[src/rtl/vedic_mac_acc.sv]
// Pipelined multiply-accumulate stage. Operand pairs arrive over a valid/ready
// handshake. Each pair is multiplied by a vedic_8X8 instance, and the products
// are summed over a frame ending at in_last. The frame total, the beat count
// and a sticky overflow flag are returned over a second valid/ready handshake.

// 2x2 Vedic multiplier cell built from gates.
module vedic_2x2 (
  input  logic [1:0] a,
  input  logic [1:0] b,
  output logic [3:0] p
);
  logic w_c;
  assign w_c  = a[1] & b[0] & a[0] & b[1];
  assign p[0] = a[0] & b[0];
  assign p[1] = (a[1] & b[0]) ^ (a[0] & b[1]);
  assign p[2] = (a[1] & b[1]) ^ w_c;
  assign p[3] = (a[1] & b[1]) & w_c;
endmodule

// 4x4 Vedic multiplier: four 2x2 partial products, then a shifted sum.
module vedic_4x4 (
  input  logic [3:0] a,
  input  logic [3:0] b,
  output logic [7:0] p
);
  logic [3:0] w_q0, w_q1, w_q2, w_q3;
  vedic_2x2 u_q0 (.a(a[1:0]), .b(b[1:0]), .p(w_q0));
  vedic_2x2 u_q1 (.a(a[3:2]), .b(b[1:0]), .p(w_q1));
  vedic_2x2 u_q2 (.a(a[1:0]), .b(b[3:2]), .p(w_q2));
  vedic_2x2 u_q3 (.a(a[3:2]), .b(b[3:2]), .p(w_q3));
  assign p = 8'(w_q0) + (8'(w_q1) << 2) + (8'(w_q2) << 2) + (8'(w_q3) << 4);
endmodule

// 8x8 Vedic multiplier: four 4x4 partial products, then a shifted sum.
module vedic_8X8 (
  input  logic [7:0]  a,
  input  logic [7:0]  b,
  output logic [15:0] prod
);
  logic [7:0] w_q0, w_q1, w_q2, w_q3;
  vedic_4x4 u_q0 (.a(a[3:0]), .b(b[3:0]), .p(w_q0));
  vedic_4x4 u_q1 (.a(a[7:4]), .b(b[3:0]), .p(w_q1));
  vedic_4x4 u_q2 (.a(a[3:0]), .b(b[7:4]), .p(w_q2));
  vedic_4x4 u_q3 (.a(a[7:4]), .b(b[7:4]), .p(w_q3));
  assign prod = 16'(w_q0) + (16'(w_q1) << 4) + (16'(w_q2) << 4) + (16'(w_q3) << 8);
endmodule

module vedic_mac_acc #(
  parameter int unsigned ACC_W = 24,
  parameter int unsigned CNT_W = 8
) (
  input  logic             clk,
  input  logic             rst_n,
  input  logic             clear,
  input  logic             in_valid,
  output logic             in_ready,
  input  logic [7:0]       in_a,
  input  logic [7:0]       in_b,
  input  logic             in_last,
  output logic             out_valid,
  input  logic             out_ready,
  output logic [ACC_W-1:0] out_acc,
  output logic [CNT_W-1:0] out_count,
  output logic             out_ovf
);
  localparam int unsigned SW = ACC_W + 1;

  typedef enum logic [1:0] {ACC = 2'd0, DRAIN = 2'd1, HOLD = 2'd2} state_t;
  state_t r_state, w_next;

  logic [7:0]       r_s1_a, r_s1_b;
  logic             r_s1_last, r_s1_v;
  logic [15:0]      r_s2_p;
  logic             r_s2_last, r_s2_v;
  logic [ACC_W-1:0] r_acc;
  logic [CNT_W-1:0] r_count;
  logic             r_ovf;
  logic [15:0]      w_prod;
  logic [SW-1:0]    w_sum;
  logic             w_accept, w_xfer;

  vedic_8X8 u_mul (.a(r_s1_a), .b(r_s1_b), .prod(w_prod));

  assign w_accept  = in_valid && in_ready && !clear;
  assign w_xfer    = out_valid && out_ready;
  assign w_sum     = {1'b0, r_acc} + SW'(r_s2_p);
  assign out_acc   = r_acc;
  assign out_count = r_count;
  assign out_ovf   = r_ovf;

  // State register.
  always_ff @(posedge clk or negedge rst_n) begin
    if (!rst_n) r_state <= ACC;
    else        r_state <= w_next;
  end

  // Next-state logic and handshake outputs.
  always_comb begin
    w_next    = r_state;
    in_ready  = 1'b0;
    out_valid = 1'b0;
    unique case (r_state)
      ACC: begin
        in_ready = 1'b1;
        if (w_accept && in_last) w_next = DRAIN;
      end
      DRAIN: if (r_s2_v && r_s2_last) w_next = HOLD;
      HOLD: begin
        out_valid = 1'b1;
        if (out_ready) w_next = ACC;
      end
      default: w_next = ACC;
    endcase
    if (clear) w_next = ACC;
  end

  // Operand (S1) and product (S2) pipeline registers.
  always_ff @(posedge clk or negedge rst_n) begin
    if (!rst_n) begin
      r_s1_a <= '0; r_s1_b <= '0; r_s1_last <= 1'b0; r_s1_v <= 1'b0;
      r_s2_p <= '0; r_s2_last <= 1'b0; r_s2_v <= 1'b0;
    end else begin
      r_s1_v    <= w_accept;
      r_s2_v    <= r_s1_v && !clear;
      r_s2_p    <= w_prod;
      r_s2_last <= r_s1_last;
      if (w_accept) begin
        r_s1_a    <= in_a;
        r_s1_b    <= in_b;
        r_s1_last <= in_last;
      end
    end
  end

  // Frame accumulator, saturating beat counter and sticky overflow.
  always_ff @(posedge clk or negedge rst_n) begin
    if (!rst_n) begin
      r_acc <= '0; r_count <= '0; r_ovf <= 1'b0;
    end else if (clear || w_xfer) begin
      r_acc <= '0; r_count <= '0; r_ovf <= 1'b0;
    end else begin
      if (r_s2_v) begin
        r_acc <= w_sum[ACC_W-1:0];
        r_ovf <= r_ovf | w_sum[ACC_W];
      end
      if (w_accept && (r_count != '1)) r_count <= r_count + CNT_W'(1);
    end
  end
endmodule

[config.mk]
export PLATFORM = sky130hd
export DESIGN_NAME = vedic_mac_acc
export DESIGN_NICKNAME = d
export VERILOG_FILES = /design/src/rtl/vedic_mac_acc.sv
export SDC_FILE = /design/constraint.sdc
export NUM_CORES = 1
export LEC_CHECK = 0
export ABC_AREA = 0
export CORE_MARGIN = 3
export CORE_UTILIZATION = 52
export CTS_CLUSTER_DIAMETER = 30
export DETAILED_ROUTE_END_ITERATION = 10
export DONT_BUFFER_PORTS = 1
export PLACE_DENSITY = 0.67
export SYNTH_ARGS = -nofsm -noshare
export SYNTH_HDL_FRONTEND = slang
export SYNTH_HIERARCHICAL = 1
export SYNTH_SLANG_ARGS = --single-unit
export TNS_END_PERCENT = 1
[constraint.sdc]
create_clock -name clk -period 4.6 [get_ports clk]
set_input_delay 0.92 -clock clk [delete_from_list [all_inputs] [get_ports clk]]
set_output_delay 0.92 -clock clk [all_outputs]
set_load 0.02 [all_outputs]
# --- After elaboration in Yosys (flattened, before gate mapping) ---
# Cells that the tools add are included.
totals:
  n_memories: 0
  ramBits: 0
  romBits: 0
  elab_cells: 205
  latch_bits: 0
  reg_bits: 71
  inputBits: 22
classes:
  n_eq_ne: 6
  n_lt_le_gt_ge: 0
  reduce_logical: 13
  n_addsub: 17
  n_mul: 0
  n_bitwise: 145
  mux: 13
  n_div: 0
  shift: 0
ops:
  columns: ["op", "n"]
  rows:
  - ["$and A1 B1 Y1", 112]
  - ["$mux W24", 2]
  - ["$add A7 B6 Y8", 4]
  - ["$add A8 B8 Y8", 4]
  - ["$xor A1 B1 Y1", 32]
  - ["$add A4 B6 Y7", 4]
  - ["$add A24 B16 Y25", 1]
  - ["$add A16 B12 Y16", 1]
  - ["$add A16 B16 Y16", 1]
  - ["$mux W8", 2]
  - ["$add A8 B12 Y13", 1]
  - ["$ne A3 B3 Y1 const B", 3]
  - ["$add A8 B1 Y8 const B", 1]
  - ["$mux W2", 4]
  - ["$ne A8 B8 Y1 const B", 1]
  - ["$logic_and A1 B1 Y1", 7]
  - ["$pmux W2 S3", 1]
  - ["$mux W1", 4]
  - ["$reduce_bool A2 Y1", 2]
  - ["$reduce_and A3 Y1", 1]
  - ["$eq A2 B1 Y1 const B", 1]
  - ["$eq A2 B2 Y1 const B", 1]
  - ["$logic_not A2 Y1", 1]
  - ["$logic_not A1 Y1", 1]
  - ["2 further kinds", 2]

# --- Depth between registers and ports, before layout ---
depth:
  depth_word: 10
  depth_mapped: 21
  mapped_depth_nobuf: 21

# --- Modules after synthesis ---
# Netlist, hierarchy kept.
modules_own_cells:
  columns: ["mod", "cells_each", "area_each_um2", "instances", "seq_area_each_um2"]
  rows:
  - ["vedic_mac_acc", 328, 3570.9, 1, 1776.7]
  - ["vedic_4x4", 27, 249.0, 4, 0.0]
  - ["vedic_2x2", 7, 50.0, 16, 0.0]
  - ["vedic_8X8", 66, 564.3, 1, 0.0]

# --- Worst setup path after synthesis ---
# Ideal clock, no wire load.
synth_timing:
  path_kind: "register to register"
  start: "register r_s1_b[0]"
  end: "register r_s2_p[15]"
  path_stages_with_launch: 17
  n_path_buf: 0
  arrival_ns: 4.094
  slack_ns: 0.380
  cell_sequence: "dfrtp_1 and2_4 and2_1 ha_1 fa_1 inv_1 fa_1 nand2b_1 a21oi_2 xor2_1 fa_1 ha_1 nor2b_4 o31a_1 o21ai_2 nor2_1 xor2_1"
synth_between:
  word_cells_on_any_way: 37
  classes_between: "9 x add/sub; 28 x bitwise"
synth_rtl:
  columns: ["item", "line_no", "source"]
  rows:
  - ["start: declaration", "71", "logic [7:0] r_s1_a, r_s1_b;"]
  - ["start signal: assignment", "129", "r_s1_b <= in_b;"]
  - ["$and A1 B1 Y1", "14", "assign p[0] = a[0] & b[0];"]
  - ["net u_mul.u_q0.w_q1[0]", "26", "logic [3:0] w_q0, w_q1, w_q2, w_q3;"]
  - ["$add A4 B6 Y7", "31", "assign p = 8'(w_q0) + (8'(w_q1) << 2) + (8'(w_q2) << 2) + (8'(w_q3) << 4);"]
  - ["$add A7 B6 Y8", "31", null]
  - ["$add A8 B8 Y8", "31", null]
  - ["net u_mul.w_q0[7]", "40", "logic [7:0] w_q0, w_q1, w_q2, w_q3;"]
  - ["$add A8 B12 Y13", "45", "assign prod = 16'(w_q0) + (16'(w_q1) << 4) + (16'(w_q2) << 4) + (16'(w_q3) << 8);"]
  - ["$add A16 B12 Y16", "45", null]
  - ["$add A16 B16 Y16", "45", null]
  - ["net w_prod[15]", "78", "logic [15:0] w_prod;"]
  - ["end signal: assignment", "125", "r_s2_p <= w_prod;"]
  - ["end: declaration", "73", "logic [15:0] r_s2_p;"]
# The timed path passes the listed nets, and every way through them passes these cells.
# A chain may end at the register's enable or synchronous reset.

# --- Worst setup path in the final report ---
layout_timing:
  start: "register r_s1_a[1]"
  end: "register r_s2_p[15]"
layout_between:
  elab_chain_len: 10
  word_cells_on_any_way: 37
  classes_between: "9 x add/sub; 28 x bitwise"
layout_rtl:
  columns: ["item", "line_no", "source"]
  rows:
  - ["start: declaration", "71", null]
  - ["start signal: assignment", "128", "r_s1_a <= in_a;"]
  - ["$and A1 B1 Y1 (3 in series)", "13", "assign w_c = a[1] & b[0] & a[0] & b[1];"]
  - ["$xor A1 B1 Y1 *", "16", "assign p[2] = (a[1] & b[1]) ^ w_c;"]
  - ["net u_mul.u_q0.w_q0[2]", "26", null]
  - ["$add A4 B6 Y7 *", "31", null]
  - ["$add A7 B6 Y8 *", "31", null]
  - ["$add A8 B8 Y8 *", "31", null]
  - ["net u_mul.w_q0[7]", "40", null]
  - ["$add A8 B12 Y13 *", "45", null]
  - ["$add A16 B12 Y16 *", "45", null]
  - ["$add A16 B16 Y16 *", "45", null]
  - ["net w_prod[15]", "78", null]
# The timed path passes the listed nets; every way through them passes the cells marked *.

==> metrics.md <==
| Metric | Value |
|---|---|
| Outcome | `finished clean` |
| Slowest cell delay on critical path | `0.59 ns` |
| Clk sinks | `71` |
| Pre-antenna DRT Iters | `4` |
| Reg2reg setup slack | `0.23 ns` |
| Fmax | `0.229 GHz` |
| Die H | `113 um` |
| GRT busiest layer | `met2` |
| Cells along the critical path | `and2_1 > and2_1 > ha_1 > inv_1 > fa_1 > inv_1 > ha_1 > inv_1 > fa_1 > nand2b_1 > a21oi_2 > xor2_2 > fa_1 > ha_4 > nor2b_4 > o31a_1 > o21ai_2 > nor2_1 > xor2_1` |
| Crit-path slowest cell | `fa_1` |
| Synthesized cell area | `5930 um2` |
| Non-Filler Instances | `769` |
| Vias/cell | `5.57` |
| Part of the power in registers | `0.211` |
| DRT iter0 DRCs | `202` |
| First-pass GRT wire length | `21.2 mm` |
| Unrepaired setup endpoints after global routing | `no` |
| Wire length per cell | `15.8 um` |
| Vias in the first global route | `4,624` |
| Die Footprint | `12,700 um2` |
| Vias | `4,286` |
| Max VDD drop | `0.000324 V` |
| Ys flop type | `dfrtp_1` |
| GR Layer Usage met3 | `0.0476` |
| Setup Viol. Count Final | `0` |
| Sw Ratio | `0.422` |
| Routed wire length | `12.1 mm` |
| NetSw | `0.00177 W` |
| H-tree levels | `3` |
| Yosys cell types | `54` |
| Asr flop ratio synth | `1.00` |
| Worst Path Buf+Inv | `3` |
| Total grt overflow | `0` |
| Syn Area/Cell | `9.66 um2` |
| Met2 Usage GRT | `0.364` |
| Io pins | `57` |
| Final Hold Fails | `0` |
| Worst slew pin tran | `0.803 ns` |
| DP HPWL | `9.42 mm` |
| Total Power Consumption | `0.00418 W` |
| Clock buffer depth | `2` |
| Core box area | `11,000 um2` |
| Final Critical Period | `4.37 ns` |
| Postcts setup bufs | `0` |
| Delay-heaviest family, CP | `adder cells` |
| Layout area overhead | `9.62%` |
| Nets | `733` |
| Mapped Cells | `614` |
| Maximum Capacitance Violations | `0` |
| Initial Utilization | `0.540` |
| CP arrival | `4.59 ns` |
| Total of fill cells in the finished design | `937` |
| Placed cells | `753` |
| Die width | `113 um` |
| #FFs+latches synth | `71` |
| Syn_nets | `723` |
| Pwr/cell area | `644 nW/um2` |
| TritonCTS clock tree | `done` |
| Post-synth EDFFs | `0` |
| Yosys warning count | `6` |
| # diodes | `0` |
| Initial antenna violation count | `0` |
| CP Launch Type | `flip-flop` |
| Setup Skew | `0.00845 ns` |
| Sum Neg Setup Slack | `0 ns` |
| CTS root buffer | `clkbuf_16` |
| Area of the multi-input gates | `3960 um2` |
| Num CTS Buffers | `9` |
| Worst skew pair latency | `0.34 ns` |
| Worst hold path class | `in2async` |
| Setup CP Type | `reg2reg` |
| Gp weighted congestion | `0.847` |
| Gate power share | `0.625` |
| Met1 Resource Use GR | `0.241` |
| Largest net degree at the start of global routing | `72` |
| Rel. slew slack | `0.465` |
| Clk network pwr share | `0.165` |
| Int Power | `0.00242 W` |
| Hold slack | `0.270 ns` |
| WP data required | `4.82 ns` |
| Static leakage | `3.17 nW` |
| DRC | `0` |
| GR Util All Layers | `0.205` |
| Final worst path period share | `0.950` |
| Sequential fraction of the synthesis area | `0.300` |
| Register area | `1780 um2` |
| Layout cells sized above 1 | `0.148` |
| Worst-path fanout max | `9` |
| Reg clk slew, reported paths | `0.06 ns` |
| Max-slew violations | `0` |
| Rows | `38` |
| Post-route ant nets | `0` |
| # port buffers | `0` |
| Crit. End Element | `flip-flop` |
## sequential cells by signal, summed over array words and instances (netlist names)
register / cells
out_acc: 24
out_count: 8
out_ovf: 1
r_s1_a: 8
r_s1_b: 8
r_s1_last: 1
r_s1_v: 1
r_s2_last: 1
r_s2_p: 16
r_s2_v: 1
r_state: 2
## repair_timing
item,CTS,global route
endpoints found under the setup margin,0,6
resized for setup,0,11
hold buffers,0,0
## cells in the mapped netlist (18+ instances only)
| cell | number | share of area |
|---|---|---|
| fa_1 | 30 | 0.10 |
| mux2_2 | 18 | 0.034 |
| and2_1 | 34 | 0.036 |
| ha_1 | 57 | 0.12 |
| xnor2_1 | 22 | 0.032 |
| inv_1 | 47 | 0.030 |
| nor2_1 | 34 | 0.022 |
| a21oi_1 | 27 | 0.023 |
| xor2_1 | 30 | 0.044 |
| dfrtp_1 | 71 | 0.30 |
| nand2_1 | 65 | 0.041 |
## final timing paths
path,from,endpoint,cells past startpoint
worst max-delay path,r_s1_a[1]$_DFFE_PN0P_,r_s2_p[15]$_DFF_PN0_,19
worst min-delay path,rst_n,out_count[6]$_DFFE_PN0P_,0
worst max register to register,r_s1_a[1]$_DFFE_PN0P_,r_s2_p[15]$_DFF_PN0_,19
worst min register to register,r_s1_last$_DFFE_PN0P_,r_s2_last$_DFF_PN0_,0
max in group asynchronous,rst_n,r_s1_a[0]$_DFFE_PN0P_,0
min in group clk,r_s1_last$_DFFE_PN0P_,r_s2_last$_DFF_PN0_,0
## cells by family (layout without fill, tap and decap cells)
| logic type | Yosys count | in the layout | share of synthesized area |
|---|---|---|---|
| flip-flops | 71 | 71 | 0.300 |
| adder cells (fa/ha/maj) | 87 | 87 | 0.221 |
| XOR/XNOR | 52 | 52 | 0.0768 |
| multiplexers | 30 | 30 | 0.0546 |
| buffers and inverters | 63 | 78 | 0.0407 |
| AO/OA/AOI/OAI | 107 | 107 | 0.123 |
| AND/OR/NAND/NOR | 204 | 204 | 0.184 |
## placed cells by master (no fill, tap or decap), types with 4 or more instances in the layout
cell	instances
nand2_1	65
xor2_1	28
o21ai_0	14
a21oi_1	26
buf_4	14
a31o_2	4
nand4_1	8
and2_1	34
nor3_1	7
ha_1	55
a31oi_1	6
mux2i_1	11
and2_4	16
a21o_1	14
xnor2_1	22
a21oi_2	10
and3_1	4
dfrtp_1	69
nand2b_1	11
inv_1	47
nand3_1	7
clkbuf_16	9
fa_1	29
o21a_1	5
o211ai_1	5
nor2_1	34
mux2_2	18
o21ai_1	4
## per-layer routing
metal / share of wire / vias up
li1: - / 2105
met1: 0.44 / 2081
met2: 0.50 / 80
met3: 0.039 / 20
met4: 0.021 / 0
met5: 0 / -
## power by group through the flow
stage / logic, W / registers [W] / clock network (W)
6_report: 0.00261 / 0.000881 / 0.000689
5_1_grt: 0.00304 / 0.000895 / 0.000728
4_1_cts: 0.00253 / 0.000880 / 0.000703
3_5_place_dp: 0.00251 / 0.000891 / 0
3_3_place_gp: 0.00243 / 0.000885 / 0
2_1_floorplan: 0.00203 / 0.000871 / 0
## final cells by class
class	instances	share of cell area
well taps	140	0.0269
flip-flops and latches	71	0.274
clock inverters	6	0.00924
inverters	48	0.0277
multi-input cells	480	0.610
clock buffers	10	0.0368
repair buffers	14	0.0162
## metrics by stage
stage	instance area, um2	setup WS (ns)	utilization
floorplan	5930	0.380	-
global placement	6160	0.210	0.561
detailed placement	6160	0.143	0.561
CTS	6460	0.103	0.588
global route	6500	0.00523	0.592
finish	6500	0.228	0.592
(Power assumes the default switching activity.)
